$ cat src/rtl/freq_meter.sv
// freq_meter: measures the frequency (rising Schmitt-trigger crossings per gate
// window) and the peak-to-peak amplitude of an 8-bit sampled waveform. Results
// are published once per window, and windows follow each other back-to-back.
module freq_meter #(
  parameter int GATE_CYCLES = 50_000_000,
  parameter int MID         = 128,
  parameter int HYST        = 8,
  parameter int CNT_W       = 20
) (
  input  logic             clk,
  input  logic             rst_n,
  input  logic [7:0]       adc_data,
  input  logic             adc_valid,
  input  logic             clr,
  output logic [CNT_W-1:0] freq,
  output logic [7:0]       vpp,
  output logic             ovf,
  output logic             meas_valid
);

  localparam int             GW        = $clog2(GATE_CYCLES);
  localparam logic [GW-1:0]  GATE_LAST = GW'(GATE_CYCLES - 1);
  localparam logic [CNT_W-1:0] EDGE_MAX = {CNT_W{1'b1}};
  localparam logic [8:0]     MID_TRIP  = 9'(MID);
  localparam logic [8:0]     HI_TRIP   = 9'(MID + HYST);
  localparam logic [8:0]     LO_TRIP   = 9'(MID - HYST);

  typedef enum logic [0:0] {INIT, RUN} state_t;

  state_t           state, state_next;
  logic [GW-1:0]    gate_cnt;
  logic [CNT_W-1:0] edge_cnt, edge_next;
  logic [7:0]       max_v, min_v, max_next, min_next, vpp_next;
  logic             trig, trig_next;
  logic             win_ovf, win_ovf_next;
  logic             has_sample, has_next;
  logic             terminal;
  logic [8:0]       sample;

  assign sample   = {1'b0, adc_data};
  assign vpp_next = has_next ? (max_next - min_next) : 8'd0;

  // Next-state logic plus the window contribution of the current sample.
  always_comb begin
    state_next   = state;
    trig_next    = trig;
    edge_next    = edge_cnt;
    win_ovf_next = win_ovf;
    max_next     = max_v;
    min_next     = min_v;
    has_next     = has_sample;
    terminal     = 1'b0;

    if (adc_valid) begin
      max_next = (adc_data > max_v) ? adc_data : max_v;
      min_next = (adc_data < min_v) ? adc_data : min_v;
      has_next = 1'b1;
    end

    case (state)
      INIT: begin
        if (adc_valid) begin
          trig_next  = (sample >= MID_TRIP);
          state_next = RUN;
        end
      end
      RUN: begin
        terminal = (gate_cnt == GATE_LAST);
        if (adc_valid) begin
          if (!trig && (sample >= HI_TRIP)) begin
            trig_next = 1'b1;
            if (edge_cnt == EDGE_MAX) begin
              win_ovf_next = 1'b1;
            end else begin
              edge_next = edge_cnt + CNT_W'(1);
            end
          end else if (trig && (sample <= LO_TRIP)) begin
            trig_next = 1'b0;
          end
        end
      end
      default: state_next = INIT;
    endcase

    if (clr) begin
      state_next = INIT;
    end
  end

  // FSM state register.
  always_ff @(posedge clk) begin
    if (rst_n) begin
      state <= INIT;
    end else begin
      state <= state_next;
    end
  end

  // Window accumulators, trigger state and published results.
  always_ff @(posedge clk) begin
    if (rst_n) begin
      gate_cnt   <= '0;
      edge_cnt   <= '0;
      max_v      <= 8'd0;
      min_v      <= 8'd255;
      win_ovf    <= 1'b0;
      has_sample <= 1'b0;
      trig       <= 1'b0;
      freq       <= '0;
      vpp        <= 8'd0;
      ovf        <= 1'b0;
      meas_valid <= 1'b0;
    end else if (clr) begin
      gate_cnt   <= '0;
      edge_cnt   <= '0;
      max_v      <= 8'd0;
      min_v      <= 8'd255;
      win_ovf    <= 1'b0;
      has_sample <= 1'b0;
      trig       <= 1'b0;
      meas_valid <= 1'b0;
    end else if (state == INIT) begin
      meas_valid <= 1'b0;
      trig       <= trig_next;
      max_v      <= max_next;
      min_v      <= min_next;
      has_sample <= has_next;
      if (adc_valid) begin
        gate_cnt <= GW'(1);
      end
    end else begin
      trig <= trig_next;
      if (terminal) begin
        freq       <= edge_next;
        vpp        <= vpp_next;
        ovf        <= win_ovf_next;
        meas_valid <= 1'b1;
        gate_cnt   <= '0;
        edge_cnt   <= '0;
        max_v      <= 8'd0;
        min_v      <= 8'd255;
        win_ovf    <= 1'b0;
        has_sample <= 1'b0;
      end else begin
        meas_valid <= 1'b0;
        gate_cnt   <= gate_cnt + GW'(1);
        edge_cnt   <= edge_next;
        win_ovf    <= win_ovf_next;
        max_v      <= max_next;
        min_v      <= min_next;
        has_sample <= has_next;
      end
    end
  end

endmodule

$ cat config.mk
export PLATFORM = sky130hd
export DESIGN_NAME = freq_meter
export DESIGN_NICKNAME = d
export VERILOG_FILES = /design/src/rtl/freq_meter.sv
export SDC_FILE = /design/constraint.sdc
export NUM_CORES = 1
export LEC_CHECK = 0
export BUFFER_PORTS_ARGS = -buffer_cell sky130_fd_sc_hd__buf_2
export CORE_ASPECT_RATIO = 1.25
export CORE_UTILIZATION = 25
export DETAILED_ROUTE_END_ITERATION = 8
export RECOVER_POWER = 100
export SLEW_MARGIN = 20
export SYNTH_ARGS = -nofsm -noshare
export SYNTH_HDL_FRONTEND = slang
export SYNTH_SLANG_ARGS = --single-unit
$ cat constraint.sdc
create_clock -name clk -period 4.95 [get_ports clk]
set_clock_uncertainty 0.15 [all_clocks]
set_input_delay 0.2475 -clock clk [delete_from_list [all_inputs] [get_ports clk]]
set_output_delay 0.2475 -clock clk [all_outputs]
set_load 0.01 [all_outputs]
# == After elaboration in Yosys (flattened, before gate mapping) ==
# Index checks and enable logic that the tools add are counted.
# classes
add_sub_neg,3
n_mul,0
n_div,0
n_lt_le_gt_ge,5
eq_ne,5
shift,0
muxes,32
bitwise,2
n_reduce_logical,8
# op_table
cell,count
two-way mux 20 bit,4
two-way mux 26 bit,3
two-way mux 8 bit,9
"adder 26 x 1 -> 26 bit, second input constant",1
"equality test 26 bit, second input constant",1
"adder 20 x 1 -> 20 bit, second input constant",1
"equality test 20 bit, second input constant",1
">= comparator 8 bit, second input constant",2
two-way mux 1 bit,15
greater-than comparator 8 bit,1
"<= comparator 8 x 7 -> 1 bit, second input constant",1
< comparator 8 bit,1
subtractor 8 bit,1
AND reduction 3 bit,2
"!= test 2 bit, second input constant",2
"!= test 3 x 1 -> 1 bit, second input constant",1
OR reduction 3 bit,1
logical AND 1 bit,2
inverter 1 bit,2
one-hot mux 1 bit (2 select lines),1
nonzero test 2 bit,1
OR reduction 2 bit,1
logical NOT 1 bit,1
# totals
regBits,96
latch_bits,0
mem_bits_rw,0
romBits,0
input_bits,12
out_inout_bits,30
wordCells,67
mem_count,0

# == Logic depth before layout (Yosys ltp) ==
# Gate-level depths: netlist of run 1.
# depth
ltp_word,6
depth_mapped,17
depth_no_buf,16

# == Worst setup path after synthesis of run 1 ==
# OpenSTA, ideal clock, no wires.
# synth_path
kind,reg2reg
from,reg max_v[7]
to,reg vpp[5]
setup_time_ns,0.117
t_arrival_ns,3.375
t_required_ns,4.683
setup_slack_ns,1.308
stages_incl_launch_ff,18
n_path_buf,1
period_less_slack_ns,3.642
path_cell_list,dfxtp_1 inv_1 ha_1 and4_1 nand2_1 and3_1 nor2_1 buf_2 mux2i_1 inv_1 ha_1 nand2_1 a21oi_1 a311oi_1 a311oi_1 o31ai_1 xnor2_1 a22o_1
# synth_between
elab_chain_cells,5
# synth_rtl
element,line_no,rtl
from (decl),33,"logic [7:0] max_v, min_v, max_next, min_next, vpp_next;"
from (signal assigned),125,max_v <= max_next;
from (signal assigned),149,max_v <= max_next;
greater-than comparator 8 bit,55,max_next = (adc_data > max_v) ? adc_data : max_v;
two-way mux 8 bit,55,
two-way mux 8 bit,54,if (adc_valid) begin
subtractor 8 bit,41,assign vpp_next = has_next ? (max_next - min_next) : 8'd0;
two-way mux 8 bit,41,
to (signal assigned),135,vpp <= vpp_next;
to (decl),16,"output logic [7:0] vpp,"
# Every way passes these cells.
# A chain may end at the register's enable or synchronous reset.

# == Final worst setup path of run 1 ==
# layout_path
from,reg gate_cnt[7]
to,reg vpp[7]
# layout_between
elab_chain_cells,3
# layout_rtl
element,line_no,rtl
from (decl),31,logic [GW-1:0] gate_cnt;
from (signal assigned),146,gate_cnt <= gate_cnt + GW'(1);
equality test 26 bit,68,terminal = (gate_cnt == GATE_LAST);
two-way mux 1 bit,60,case (state)
AND reduction 3 bit (no line),--,
# Every way passes these cells.

==> flow_summary.toml, run 1 <==
[run_status]
status = "finished, violations left"
violations = "max-capacitance violations, max-slew violations"

[placement]
numPortBuffers = 41
dpl_worst_slack_ps = 1225
gp_congestion = 0.8804
dp_hpwl_um = 9815

[yosys]
synthesis.instances = 653
ys_warn_count = 0
synth-seq-cells = 96
synth_cell_types = 71
seq_area_frac_synth_pct = 36.71
synthesis.area_um2 = 5235
syn_nets = 687
synth_edf_count = 0
postSynthAreaPerCell_um2 = 8.017
synth_ff_type = "dfxtp_1"
synth_async_sr_flop_share_pct = 0

[sta]
fin_setup_tns_ps = 0
setup_viol = 0
setup_slack_ps = 904.6
rsz0062_at_grt = "no"
finalCritPeriodShare_pct = 81.73
slew_headroom_pct = -78.24
worst_pin_slew_ps = 2674
hold_viol_final = 0
drv_slew = 68
whs_ps = 124.7
fmax_mhz = 247.2
min_period_ps = 4045

[floorplanning]
start_util_pct = 25.76
dieWidth_um = 131.4
die_h_um = 163.8
core_area_um2 = 20320
ios = 42
dieArea_um2 = 21530
row_count = 58

[grt]
grt.overflow.total = 0
grt_pass1_wl_um = 21780
antenna_found_initial = 0
grt_max_degree = 45
grt_use_total_pct = 12.62
grt_pass1_vias = 4445

[finish]
nets = 710
antenna_cells = 0
synthToLayoutAreaGrowth_pct = 12.57
layout-drive-gt1-share_pct = 6.324
seq_area_um2 = 1922
final_util_pct = 29.00
multi_input_area_um2 = 3035
nFillCells = 2196

[route]
drt.antenna.violating_nets = 0
drt_iter0_markers = 255
wire_per_inst_um = 14.11
drc = 0
vias_per_cell = 5.008
vias = 4758
dr.pass1.iters = 4
drt-total-wl_um = 13400

[setup_path]
cp_cell_sequence = "or4b_1 -> nor4_1 -> and4_1 -> clkbuf_1 -> nand2_1 -> nor2_1 -> nor2_1 -> a32o_1 -> a31oi_1 -> nand2_1"
crit_family = "simple AND/OR/NAND/NOR gates"
max_stage_delay_ps = 850
endpoint_kind = "flip-flop"
path_max_fanout = 19
crit_buf_inv = 1
regToRegSetupSlack_ps = 900
critPathArrivalTime_ps = 4130
crit_type = "reg2reg"
cp.required_ps = 5040
critPathSlowestCell = "nor2_1"
critPathLaunchType = "flip-flop"

[clock_network]
clockRootBuffer = "clkbuf_16"
cts_hold_buf = 0
cts.sinks = 96
cts_tree = "done"
clk_pin_slew_ps = 70
cts_buffer_depth = 2
cts.repair_timing.setup_buffer_count = 0
cts_made_buffers = 9
clk_latency_ps = 350
cts_resized = 0
htreeDepth = 3

[job]
cap_violations = 2

[pwr]
peakVddDrop_mv = 0.1610
power_leakage_uw = 0.002058
powerDensity_nw_per_um2 = 278.8

[worst_hold_path]
min_path_type = "in2reg"
==> registers in the layout, indices dropped and copies added, names as in the netlist, named ones only <==
signal      count
edge_cnt       20
freq           20
gate_cnt       26
has_sample      1
max_v           6
meas_valid      1
min_v           8
ovf             1
state           1
trig            1
vpp             8
win_ovf         1
==> power breakdown <==
part | total (µW) | internal (µW) | leakage, µW | switching, µW
Combinational | 172 | 59.3 | 0.00114 | 113
Clock | 686 | 382 | 0.000141 | 303
Sequential | 785 | 779 | 0.000775 | 6.23
==> per-stage QoR <==
step | total power (µW) | instance area (µm²) | cells
finish | 1643 | 5893 | 950
global route | 1712 | 5893 | 950
CTS | 1666 | 5951 | 950
detailed placement | 975.6 | 5659 | 935
global placement | 975.1 | 5659 | 935
floorplan | 924.7 | 5235 | 653
==> worst reg2reg max path, stage by stage (launching register included) <==
cell	delay [ps]
dfxtp_1	370
or4b_1	540
nor4_1	210
and4_1	200
clkbuf_1	690
nand2_1	160
nor2_1	850
nor2_1	280
a32o_1	280
a31oi_1	140
nand2_1	60
==> worst paths after layout <==
check,startpoint,endpoint,depth (start not counted)
setup / recovery,gate_cnt[7],vpp[7],10
hold / removal,adc_data[6],min_v[6],3
setup reg to reg,gate_cnt[7],vpp[7],10
hold reg to reg,vpp[4],vpp[4],2
==> routing by layer <==
metal | up-vias | share of wire (%) | GRT usage, %
li1 | 2393 | - | -
met1 | 2277 | 44 | 14.39
met2 | 70 | 51 | 22.78
met3 | 18 | 2.9 | 2.932
met4 | 0 | 2.1 | 4.810
met5 | - | 0 | 0
==> cells by family (layout without fill, tap and decap cells) <==
group	Yosys count	after routing	synth area share [%]
compound gates	168	168	20.32
mux	11	11	2.175
simple gates	264	264	25.33
flops	96	96	36.71
buf+inv	63	90	5.186
fa+ha+maj	23	23	5.593
xor+xnor	28	28	4.685
==> cell usage after synthesis, drive strengths merged (2+ instances only) <==
master / number / area share [%]
o21a: 4 / 0.57
and3: 10 / 1.3
xor2: 9 / 1.5
a311o: 2 / 0.38
nor2: 100 / 7.3
xnor2: 19 / 3.2
inv: 28 / 2.0
o31ai: 3 / 0.43
buf: 16 / 1.8
nand2: 47 / 3.4
a211oi: 20 / 2.9
o21ai: 42 / 4.2
nor3: 21 / 2.1
ha: 21 / 5.0
nor2b: 3 / 0.36
o211ai: 4 / 0.57
a31oi: 5 / 0.60
nand4: 10 / 1.5
nor4: 8 / 0.96
dfxtp: 96 / 37
mux2i: 8 / 1.5
or3: 4 / 0.48
a22oi: 11 / 1.6
nand2b: 4 / 0.48
nor3b: 4 / 0.57
and2: 6 / 0.72
a21boi: 3 / 0.43
or2: 2 / 0.24
a311oi: 7 / 1.2
nand3b: 3 / 0.50
mux2: 3 / 0.65
a21oi: 53 / 5.2
and4: 9 / 1.6
nand3: 23 / 2.2
o2111ai: 2 / 0.33
clkbuf: 19 / 1.4
nand4b: 3 / 0.50
==> cell type report <==
type                    instances  share of cell area (%)
flip-flops and latches         96                   32.61
clock buffers                  12                   4.522
inverters                      28                   1.783
clock inverters                 3                  0.4246
repair buffers                 47                   3.418
well taps                     270                   5.732
multi-input cells             494                   51.51
==> cells in the final DEF, fill, tap and decap left out, drive strengths merged, types with 6 or more instances in the layout <==
cell type	instances
nor2	100
dfxtp	96
a21oi	53
nand2	47
clkbuf	45
o21ai	42
inv	29
nand3	23
ha	21
nor3	21
a211oi	20
xnor2	19
buf	14
a22oi	11
and3	10
nand4	10
xor2	9
and4	9
mux2i	8
nor4	8
a311oi	7
and2	6
Note: power is estimated with default switching activity, not from simulation.
==> inputs of run 2 (changes only) <==
==> constraint.sdc (replaced) <==
create_clock -name clk -period 4.1 [get_ports clk]
set_clock_uncertainty 0.15 [all_clocks]
set_input_delay 0.205 -clock clk [delete_from_list [all_inputs] [get_ports clk]]
set_output_delay 0.205 -clock clk [all_outputs]
set_load 0.01 [all_outputs]
==> run 2 against run 1 <==
The run now ends clean. Critical path type unchanged. Largest cell class unchanged. Wire length decreased by 0.40%. Setup slack got worse by 520 ps. Global-route usage grew 0.20 points. Largest power group unchanged. Core utilization up 0.15 points.
==> flow_summary.toml, run 2 (same netlist as run 1, synthesis figures left out) <==
[run_status]
status = "complete, no violations"

[clock_network]
clk_pin_slew_ps = 70
clk_latency_ps = 350
cts_made_buffers = 9
cts_tree = "done"
htreeDepth = 3
cts_resized = 0
cts_buffer_depth = 2
cts.sinks = 96
cts_hold_buf = 0
cts.repair_timing.setup_buffer_count = 0
clockRootBuffer = "clkbuf_16"

[setup_path]
rr_worst_depth = 15
endpoint = "vpp[6]"
critPathLaunchType = "flip-flop"
r2r_end = "vpp[6]"
endpoint_kind = "flip-flop"
crit_type = "reg2reg"
path_max_fanout = 4
cp.required_ps = 4230
regToRegSetupSlack_ps = 390
critPathArrivalTime_ps = 3840
worstReg2RegStart = "min_v[7]"
crit_path_start = "min_v[7]"

[finish]
final_cell_mix = "nor2_1 (99), dfxtp_1 (96), a21oi_1 (51)"
largest_reg_flops = 26
nets = 712
final_util_pct = 29.16
mostFrequentLayoutCell = "nor2_1"
antenna_cells = 0
synthToLayoutAreaGrowth_pct = 13.17
top_regs = "gate_cnt (26), edge_cnt (20), freq (20)"
nFillCells = 2249
top_register = "gate_cnt"
layout-drive-gt1-share_pct = 6.589

[grt]
grt_pass1_vias = 4490
grt_pass1_wl_um = 22140
grt_max_degree = 45
grt.overflow.total = 0
grt_use_total_pct = 12.81
antenna_found_initial = 0

[floorplanning]
die_h_um = 163.8
core_area_um2 = 20320
ios = 42
row_count = 58
dieArea_um2 = 21530
dieWidth_um = 131.4
start_util_pct = 25.76

[route]
drt_iter0_markers = 216
wire_per_inst_um = 14.01
drc = 0
drt.antenna.violating_nets = 0
vias_per_cell = 4.914
dr.pass1.iters = 4
drt-total-wl_um = 13350
vias = 4683

[sta]
fin_setup_tns_ps = 0
min_period_ps = 3711
fmax_mhz = 269.5
finalCritPeriodShare_pct = 90.52
setup_slack_ps = 388.8
setup_viol = 0
drv_slew = 0
rsz0062_at_grt = "no"
slew_headroom_pct = 3.174
worst_pin_slew_ps = 1447
hold_viol_final = 0

[placement]
numPortBuffers = 41
dpl_worst_slack_ps = 453.8
dp_hpwl_um = 9718
gp_congestion = 0.8796

[pwr]
powerDensity_nw_per_um2 = 339.1
power_leakage_uw = 0.002073
peakVddDrop_mv = 0.1972

[job]
cap_violations = 0

[worst_hold_path]
whs_path_depth = 3
hp-start = "adc_data[6]"
min_path_type = "in2reg"
==> run 2: changes by cell type in the layout (fill, tap and decap cells not counted) <==
| cell | previous run | this run |
|---|---|---|
| inv_6 | 1 | 0 |
| buf_12 | 0 | 1 |
| o21ai_0 | 31 | 30 |
| clkinv_2 | 0 | 2 |
| clkbuf_2 | 0 | 1 |
| or2_2 | 1 | 2 |
| bufinv_16 | 0 | 1 |
| and2_0 | 2 | 3 |
| clkbuf_8 | 3 | 1 |
| and2_1 | 4 | 3 |
| or2_0 | 1 | 0 |
| buf_2 | 11 | 10 |
| clkbuf_1 | 33 | 35 |
| o21ai_1 | 9 | 10 |
==> run 2: per-stage QoR <==
stage / cell area [µm²] / hold WS [ps] / cells / power (µW)
global route: 5924 / 62.93 / 953 / 2099
detailed placement: 5687 / 287.7 / 937 / 1177
global placement: 5687 / 287.7 / 937 / 1177
floorplan: 5235 / 197.9 / 653 / 1116
CTS: 5986 / 31.03 / 953 / 2038
finish: 5924 / 32.48 / 953 / 2009
==> run 2: worst min path at each step <==
| stage | to | slack (ps) |
|---|---|---|
| after floorplan | min_v[3] | 200 |
| after global placement | vpp[4] | 290 |
| after detailed placement | vpp[4] | 290 |
| after CTS | min_v[6] | 30 |
| after global routing | min_v[6] | 60 |
| final | min_v[6] | 30 |
==> run 2: report_power, final <==
part	total (µW)	switching [µW]	leakage, µW	internal [µW]
clock network	854	365	0.000145	489
registers	945	5.34	0.000775	940
logic	209	136	0.00115	73.1
total	2010	507	0.00207	1500
==> run 2: worst max-delay path, cell delays in order, from the launching register on <==
cell and delay, ps:
dfxtp_1 400, inv_1 80, ha_1 320, nand3_1 90
and4b_1 210, o21ai_0 180, o21ai_0 340, o21ai_0 220
ha_1 240, fa_1 420, inv_1 100, a21oi_1 40
o31ai_1 410, a31oi_1 170, xor2_1 160, o21ai_1 130
==> run 2: final cells by class <==
cell class	instances	area (µm²)	share of cell area [%]
multi-input combinational	494	3035	51.24
inverter	28	105.1	1.774
clock buffer	11	242.7	4.097
timing repair buffer	49	225.2	3.801
tap	270	337.8	5.702
sequential	96	1922	32.44
clock inverter	5	56.30	0.9504
==> run 2: per-layer routing <==
metal  wire length, µm  vias to the layer above  share of wire, %  GRT usage, %
met1              5704                     2189                43         14.26
li1                  -                     2396                 -             -
met5                 0                        -                 0             0
met4               252                        0               1.9         4.175
met2              6884                       82                52         23.76
met3               506                       16               3.8         3.148
